### src/rtl/tag_directory_lru_pkg.sv
// ---------------------------------------------------------------------------
// tag_directory_lru_pkg
// Shared defaults and per-entry age-update predicates for the LRU tag
// directory. Each predicate answers "does this entry's age move?" for one
// of the three same-cycle events (touch, evict, allocate). Ages are passed
// as int unsigned so the same helpers serve any INDEX_WIDTH.
// ---------------------------------------------------------------------------
package tag_directory_lru_pkg;

   localparam int DEF_WIDTH = 8;
   localparam int DEF_DEPTH = 16;

   // Touch: entries younger than the hit entry age by one.
   function automatic logic touch_bump(input logic v, input int unsigned age,
                                       input int unsigned hit_age);
      return v && (age < hit_age);
   endfunction

   // Evict: entries older than the evicted entry close the gap.
   function automatic logic evict_drop(input logic v, input int unsigned age,
                                       input int unsigned ev_age);
      return v && (age > ev_age);
   endfunction

   // Allocate: if the target is free every valid entry ages; if the target
   // is still valid (LRU replacement) only entries younger than it age, which
   // keeps the ages a dense permutation even after an earlier touch/evict.
   function automatic logic alloc_bump(input logic v, input logic is_target,
                                       input logic target_valid,
                                       input int unsigned age,
                                       input int unsigned target_age);
      return v && !is_target && (!target_valid || (age < target_age));
   endfunction

endpackage

### src/rtl/tag_directory_lru_first_one_index.sv
// ---------------------------------------------------------------------------
// first_one_index
// Lowest-set-bit encoder.
//   vec   : request vector
//   any   : at least one bit of vec set
//   index : position of the lowest set bit (0 when vec is all zero)
// ---------------------------------------------------------------------------
module first_one_index #(
   parameter int N  = 16,
   parameter int IW = $clog2(N)
) (
   input  logic [N-1:0]  vec,
   output logic          any,
   output logic [IW-1:0] index
);

   always_comb begin
      any   = |vec;
      index = '0;
      // Scan from the top so the lowest set bit is written last.
      for (int i = N - 1; i >= 0; i--) begin
         if (vec[i]) index = IW'(i);
      end
   end

endmodule

### src/rtl/tag_directory_lru.sv
// ---------------------------------------------------------------------------
// tag_directory_lru
// Fully-associative tag directory with LRU replacement. Allocation never
// stalls: when full, the oldest entry is overwritten and its tag is reported
// on replace_tag so the owner can release the associated resource.
//
// Ports
//   clock, resetn            : clock, asynchronous active-low reset
//   full, empty              : registered occupancy flags
//   allocate_enable/_tag     : allocate a tag this cycle
//   allocate_index           : slot the allocation takes (combinational)
//   replace_valid/_tag       : allocation overwrites a valid entry / its tag
//   search_enable/_tag       : search; a hit with search_enable promotes to MRU
//   search_hit/_index        : lowest-index valid match
//   evict_enable/_index      : invalidate one entry
//
// Configuration macro TAG_DIRECTORY_LRU_SEARCH_REGISTERED_EN: when defined,
// search_hit/search_index are registered (one cycle latency); otherwise they
// are combinational from the current state.
//
// Same-cycle events compose touch -> evict -> allocate. The allocation
// target and full status are taken from the pre-cycle state.
// ---------------------------------------------------------------------------
module tag_directory_lru
   import tag_directory_lru_pkg::*;
#(
   parameter int WIDTH       = DEF_WIDTH,
   parameter int DEPTH       = DEF_DEPTH,
   parameter int INDEX_WIDTH = $clog2(DEPTH)
) (
   input  logic                   clock,
   input  logic                   resetn,
   output logic                   full,
   output logic                   empty,
   input  logic                   allocate_enable,
   input  logic [WIDTH-1:0]       allocate_tag,
   output logic [INDEX_WIDTH-1:0] allocate_index,
   output logic                   replace_valid,
   output logic [WIDTH-1:0]       replace_tag,
   input  logic                   search_enable,
   input  logic [WIDTH-1:0]       search_tag,
   output logic                   search_hit,
   output logic [INDEX_WIDTH-1:0] search_index,
   input  logic                   evict_enable,
   input  logic [INDEX_WIDTH-1:0] evict_index
);

   logic [DEPTH-1:0]                  valid_q, valid_b, valid_n;
   logic [DEPTH-1:0][WIDTH-1:0]       tag_q, tag_n;
   logic [DEPTH-1:0][INDEX_WIDTH-1:0] age_q, age_a, age_b, age_n;
   logic                              full_q, empty_q;

   logic [DEPTH-1:0]       match_vec, free_vec;
   logic                   hit_any, free_any;
   logic [INDEX_WIDTH-1:0] hit_idx, free_idx, lru_idx;
   logic [INDEX_WIDTH-1:0] hit_age, ev_age, tgt_age;
   logic                   tgt_valid, evict_ok;

   always_comb begin
      for (int i = 0; i < DEPTH; i++) begin
         match_vec[i] = valid_q[i] && (tag_q[i] == search_tag);
      end
      free_vec = ~valid_q;
   end

   first_one_index #(.N(DEPTH), .IW(INDEX_WIDTH)) u_hit_sel (
      .vec   (match_vec),
      .any   (hit_any),
      .index (hit_idx)
   );

   first_one_index #(.N(DEPTH), .IW(INDEX_WIDTH)) u_free_sel (
      .vec   (free_vec),
      .any   (free_any),
      .index (free_idx)
   );

   // When full the ages are exactly 0..DEPTH-1, so one entry holds DEPTH-1.
   always_comb begin
      lru_idx = '0;
      for (int i = 0; i < DEPTH; i++) begin
         if (valid_q[i] && (age_q[i] == INDEX_WIDTH'(DEPTH - 1))) lru_idx = INDEX_WIDTH'(i);
      end
   end

   assign allocate_index = (full_q || !free_any) ? lru_idx : free_idx;
   assign replace_valid  = full_q;
   assign replace_tag    = full_q ? tag_q[lru_idx] : '0;

   always_comb begin
      // touch
      age_a   = age_q;
      hit_age = age_q[hit_idx];
      if (search_enable && hit_any) begin
         for (int j = 0; j < DEPTH; j++) begin
            if (touch_bump(valid_q[j], 32'(age_q[j]), 32'(hit_age)))
               age_a[j] = age_q[j] + INDEX_WIDTH'(1);
         end
         age_a[hit_idx] = '0;
      end

      // evict (no-op on an invalid or out-of-range entry)
      valid_b  = valid_q;
      age_b    = age_a;
      evict_ok = (32'(evict_index) < DEPTH);
      ev_age   = evict_ok ? age_a[evict_index] : '0;
      if (evict_enable && evict_ok && valid_q[evict_index]) begin
         for (int j = 0; j < DEPTH; j++) begin
            if (evict_drop(valid_q[j], 32'(age_a[j]), 32'(ev_age)))
               age_b[j] = age_a[j] - INDEX_WIDTH'(1);
         end
         valid_b[evict_index] = 1'b0;
      end

      // allocate (target chosen from pre-cycle state; wins over a same-slot evict)
      valid_n   = valid_b;
      age_n     = age_b;
      tag_n     = tag_q;
      tgt_valid = valid_b[allocate_index];
      tgt_age   = age_b[allocate_index];
      if (allocate_enable) begin
         for (int j = 0; j < DEPTH; j++) begin
            if (alloc_bump(valid_b[j], INDEX_WIDTH'(j) == allocate_index, tgt_valid,
                           32'(age_b[j]), 32'(tgt_age)))
               age_n[j] = age_b[j] + INDEX_WIDTH'(1);
         end
         valid_n[allocate_index] = 1'b1;
         tag_n[allocate_index]   = allocate_tag;
         age_n[allocate_index]   = '0;
      end
   end

   always_ff @(posedge clock or negedge resetn) begin
      if (!resetn) begin
         valid_q <= '0;
         tag_q   <= '0;
         age_q   <= '0;
         full_q  <= 1'b0;
         empty_q <= 1'b1;
      end else begin
         valid_q <= valid_n;
         tag_q   <= tag_n;
         age_q   <= age_n;
         full_q  <= &valid_n;
         empty_q <= ~|valid_n;
      end
   end

   assign full  = full_q;
   assign empty = empty_q;

`ifdef TAG_DIRECTORY_LRU_SEARCH_REGISTERED_EN
   logic                   search_hit_q;
   logic [INDEX_WIDTH-1:0] search_index_q;

   always_ff @(posedge clock or negedge resetn) begin
      if (!resetn) begin
         search_hit_q   <= 1'b0;
         search_index_q <= '0;
      end else begin
         search_hit_q   <= hit_any;
         search_index_q <= hit_idx;
      end
   end

   assign search_hit   = search_hit_q;
   assign search_index = search_index_q;
`else
   assign search_hit   = hit_any;
   assign search_index = hit_idx;
`endif

endmodule

### config.mk
export PLATFORM = sky130hd
export DESIGN_NAME = tag_directory_lru
export DESIGN_NICKNAME = d
export VERILOG_FILES = /design/src/rtl/tag_directory_lru_pkg.sv /design/src/rtl/tag_directory_lru_first_one_index.sv /design/src/rtl/tag_directory_lru.sv
export SDC_FILE = /design/constraint.sdc
export NUM_CORES = 1
export LEC_CHECK = 0
export ABC_CLOCK_PERIOD_IN_PS = 22500
export CORE_MARGIN = 2
export CORE_UTILIZATION = 45
export CTS_CLUSTER_DIAMETER = 100
export DETAILED_ROUTE_END_ITERATION = 6
export GPL_ROUTABILITY_DRIVEN = 1
export PLACE_DENSITY = 0.66
export SETUP_SLACK_MARGIN = 0.05
export SKIP_LAST_GASP = 1
export SYNTH_ARGS = -nofsm -noshare
export SYNTH_HDL_FRONTEND = slang
export SYNTH_HIERARCHICAL = 1
export SYNTH_SLANG_ARGS = --single-unit
### constraint.sdc
create_clock -name clock -period 22.5 [get_ports clock]
set_clock_uncertainty 0.05 [all_clocks]
set_input_delay 4.5 -clock clock [delete_from_list [all_inputs] [get_ports clock]]
set_output_delay 4.5 -clock clock [all_outputs]
set_load 0.01 [all_outputs]
# == After elaboration in Yosys (flattened, before gate mapping) ==
# Cells that the tools add are included.
# totals
regBits,210
inputBits,25
elab_cells,490
# op_classes
addsub,48
n_lt_le_gt_ge,55
eq_ne,46
mux,157
bitwise_logic,8
reduce_logical,141
# ops
operator,count
$mux W4,132
$mux W64,3
$add A4 B1 Y4 const B,32
$and A64 B64 Y64,2
$bwmux W128,1
$eq A8 B8 Y1,16
$lt A4 B4 Y1,32
$not A64 Y64,2
$logic_and A1 B1 Y1,100
$gt A4 B4 Y1,16
$sub A4 B1 Y4 const B,16
$eq A4 B4 Y1 const B,15
$bmux W4 S4,3
$reduce_or A16 Y1,3
$bmux W8 S4,1
$demux W4 S4,2
$demux W8 S4,1
$eq A4 B4 Y1 const A,8
$mux W16,2
$not A16 Y16,2
$mux W8,3
$lt A4 B5 Y1 const B,4
$logic_not A1 Y1,19
$logic_or A1 B1 Y1,17
11 further kinds,23

# == Logic depth before layout (Yosys ltp) ==
# logic_depth
word_depth,41
depth_mapped,48
depth_no_buf,44

# == Modules after synthesis ==
# Netlist, hierarchy kept.
# by_module_without_submodules
module,n_inst,cells_per_inst,area_each_um2,seq_area_each_um2
tag_directory_lru,1,2385,21682.0,5256.3
first_one_index,2,34,176.4,0.0

# == Worst setup path before layout ==
# Ideal clock, no wire load.
# synth_timing
kind,in2reg
start,input port search_tag[6]
end,register age_q[15] (netlist bit)
setup_ns,0.123
arrival_ns,15.999
required_ns,22.327
slack_ns,6.328
stages,41
path_buffers,4
path_cell_list,clkbuf_1 clkbuf_1 xnor2_1 nand3_1 nor4_1 nor2_1 o31ai_1 nand2_1 a31oi_1 buf_6 clkbuf_1 mux4_2 mux4_2 inv_1 ha_1 a2111o_1 nand2b_1 or3_1 (+5 left out) ha_1 nand4_1 o2111a_1 nand2_1 xnor2_2 o32ai_1 a2111oi_0 o2111ai_1 a311o_1 ha_1 a21o_1 a21oi_1 nand2_1 or2_2 o31a_1 nor3_1 nand4_1 mux2i_1
# synth_rtl
element,line_no,source
start: declaration,tag_directory_lru.sv:41,"input logic [WIDTH-1:0] search_tag,"
end signal: assignment,tag_directory_lru.sv:143,age_q <= age_n;
end: declaration,tag_directory_lru.sv:50,"logic [DEPTH-1:0][INDEX_WIDTH-1:0] age_q, age_a, age_b, age_n;"

==> metrics.yaml <==
setup_viol: 0
synth_top_cells_by_area: "sky130_fd_sc_hd__dfrtp_1 (24%), sky130_fd_sc_hd__ha_1 (12%), sky130_fd_sc_hd__mux2_2 (7.1%)"
critical_path.max_stage_delay_ns: 1.03
syn_area_per_cell_sq_um: 8.98
crit_required_ns: 22.89
place.gp.congestion: 1.09
synth_most_common_cell: "sky130_fd_sc_hd__dfrtp_1"
finish.net_count: 2690
die_width_um: 225
grt_setup_unrepaired: "no"
maxCapViolCount: 0
die-height_um: 225
finalWirelength_um: 88100
tritoncts: "yes"
first_global_vias: 20400
worstPathMaxFanout: 25
synth-warning-count: 6
timing_hold_violations_final: 0
setup.worst_path.class: "input port to flip-flop"
status: "complete, no violations"
vias_after_detailed_routing: 21200
total_leakage_power_uw: 0.00998
timing.final.crit_share: 0.794
grt_overflow_total: 0
track_usage: 0.342
syn_to_final_growth_pct: 8.64
syn-cell-area_sq_mm: 0.0220
hold_slack_ns: 0.468
numClockSinks: 210
synth.distinct_cells: 114
grt_start_max_net_pins: 84
period_minus_slack_ns: 17.86
core.rowCount: 81
clk_path_buf_depth: 3
core_area_sq_mm: 0.0486
start_util: 0.453
seq_area_frac_synth: 0.239
slew_violations: 0
average_via_count_per_standard_cell: 6.83
route.detailed.wl_per_inst_um: 28.4
yosysTopAreaCell: "sky130_fd_sc_hd__dfrtp_1"
cts_setup_buffers: 0
drtPass1Iterations: 7
wire_length_of_the_first_global_routing_pass_um: 130000
critPathMostFrequentCell: "sky130_fd_sc_hd__mux4_2"
port_buffers: 44
synth_top_area_share: 0.237
start_kind: "input port"
synth_nets: 2686
setup_total_negative_slack_ns: 0
number_of_antenna_violations_at_the_first_check_in_global_routing: 3
cellPowerDensity_mw_per_mm2: 185
synth.cells.most_frequent: "sky130_fd_sc_hd__dfrtp_1 (209), sky130_fd_sc_hd__ha_1 (208), sky130_fd_sc_hd__nand2_1 (207)"
synth_ff_type: "sky130_fd_sc_hd__dfrtp_1"
clock_tree.htree_level_count: 1
clkLatencyLatePin_ns: 0.57
initialDrtViolationCount: 2295
ctsResizeCount: 0
detail-route-antenna-nets: 0
slew-limit-headroom: 0.168
clk_transition_reported_paths_ns: 0.06
post_cts_hold_buffer_count: 0
cp-end-kind: "flip-flop"
ys_ff_latch: 210
drc_errors: 0
achievable-frequency_ghz: 0.0560
post_route_cells_drive_above_1_share: 0.131
syn-instance-count: 2453
vdd_drop_max_mv: 0.116
synth_edf_count: 0
fill_cells: 4632
dp_hpwl_um: 67100
numCtsBuffers: 26
cp_slowest_cell: "sky130_fd_sc_hd__clkdlybuf4s50_1"
dieArea_sq_mm: 0.0508
timing.hold.worst.class: "flip-flop to flip-flop"
cts_root_buffer: "sky130_fd_sc_hd__clkbuf_16"
async_sr_flop_fraction: 1.00
worst_ep_arrival_time_ns: 18.26
io-pin-count: 45
tightestPinTransition_ns: 1.24
## cell families (layout without fill, tap and decap cells)
family | Yosys count | count (layout) | synth area share
adder cells (fa/ha/maj) | 208 | 208 | 0.118
AND/OR/NAND/NOR | 843 | 843 | 0.198
AO/OA/AOI/OAI | 520 | 520 | 0.179
multiplexers | 244 | 244 | 0.139
XOR/XNOR | 208 | 208 | 0.0859
other | 0 | 3 | 0
buffers and inverters | 220 | 243 | 0.0416
flip-flops | 210 | 210 | 0.239
## layer usage
metal  vias to the layer above  track usage  routed length, um
met1                     10300        0.440              34600
met2                      1234        0.536              39100
li1                       9275            -                  -
met5                         -            0                 30
met4                         4        0.199               5830
met3                       324       0.0674               8500
## registers in the layout, summed over array words and instances (netlist names)
register / count
age_q: 64
empty: 1
full: 1
tag_q: 128
valid_q: 16
## cell type report
class                           instances  area, sq um  share of cell area
Clock buffer                           35          746              0.0312
Tap cell                              622          778              0.0325
Multi-Input combinational cell       2023        15900               0.665
Inverter                              117          439              0.0183
Antenna cell                            3         7.51            0.000314
Clock inverter                         12          104             0.00434
Timing Repair Buffer                   79          698              0.0292
Sequential cell                       210         5260               0.220
## where the power goes
group          switching, uW  internal [uW]  total [uW]
registers                230            515         745
clock network            180            244         425
logic                   2050           1200        3260
total                   2460           1960        4430
## worst paths after layout
check	depth (start not counted)	end	slack, ns	start
worst max register to register	38	age_q[15]	9.31	valid_q[14]
worst min register to register	2	tag_q[40]	0.47	tag_q[40]
worst min-delay path	2	tag_q[40]	0.47	tag_q[40]
min in group asynchronous	1	tag_q[76]	3.87	resetn
max in group asynchronous	2	age_q[29]	17.05	resetn
worst max-delay path	40	age_q[15]	4.64	search_tag[2]
## metrics by stage
stage                     worst slack [ns]  cell area [sq um]   util  power (uW)  instances
after floorplan                       6.33              22000      -        2880       2453
after global placement                4.53              23100  0.474        3770       3051
after detailed placement              4.31              23100  0.474        3880       3051
after CTS                             4.86              23900  0.492        4320       3098
after global routing                  3.87              23900  0.492        4700       3098
final                                 4.64              23900  0.492        4430       3101
## cell usage in the layout, fill, tap and decap left out, types with 40 or more instances in the layout
cell,instances
sky130_fd_sc_hd__ha_1,208
sky130_fd_sc_hd__inv_1,110
sky130_fd_sc_hd__a211oi_1,82
sky130_fd_sc_hd__o211ai_1,42
sky130_fd_sc_hd__nand4_1,79
sky130_fd_sc_hd__mux2i_1,65
sky130_fd_sc_hd__mux2_2,138
sky130_fd_sc_hd__clkdlybuf4s50_1,41
sky130_fd_sc_hd__nor2_1,150
sky130_fd_sc_hd__o21ai_0,52
sky130_fd_sc_hd__xor2_1,59
sky130_fd_sc_hd__nor3_1,40
sky130_fd_sc_hd__dfrtp_1,209
sky130_fd_sc_hd__a21oi_1,72
sky130_fd_sc_hd__nor2b_1,58
sky130_fd_sc_hd__nand2_1,207
sky130_fd_sc_hd__xnor2_1,141
sky130_fd_sc_hd__nand3_1,114
## worst max-delay path, delay by kind of cell
kind	cells	cell delay, ns
AO/OA/AOI/OAI	14	4.64
XOR/XNOR	3	0.78
buffers and inverters	3	2.29
AND/OR/NAND/NOR	12	2.45
adder cells (fa/ha/maj)	3	1.22
multiplexers	5	2.32
Note: power is estimated with default switching activity, not from simulation.
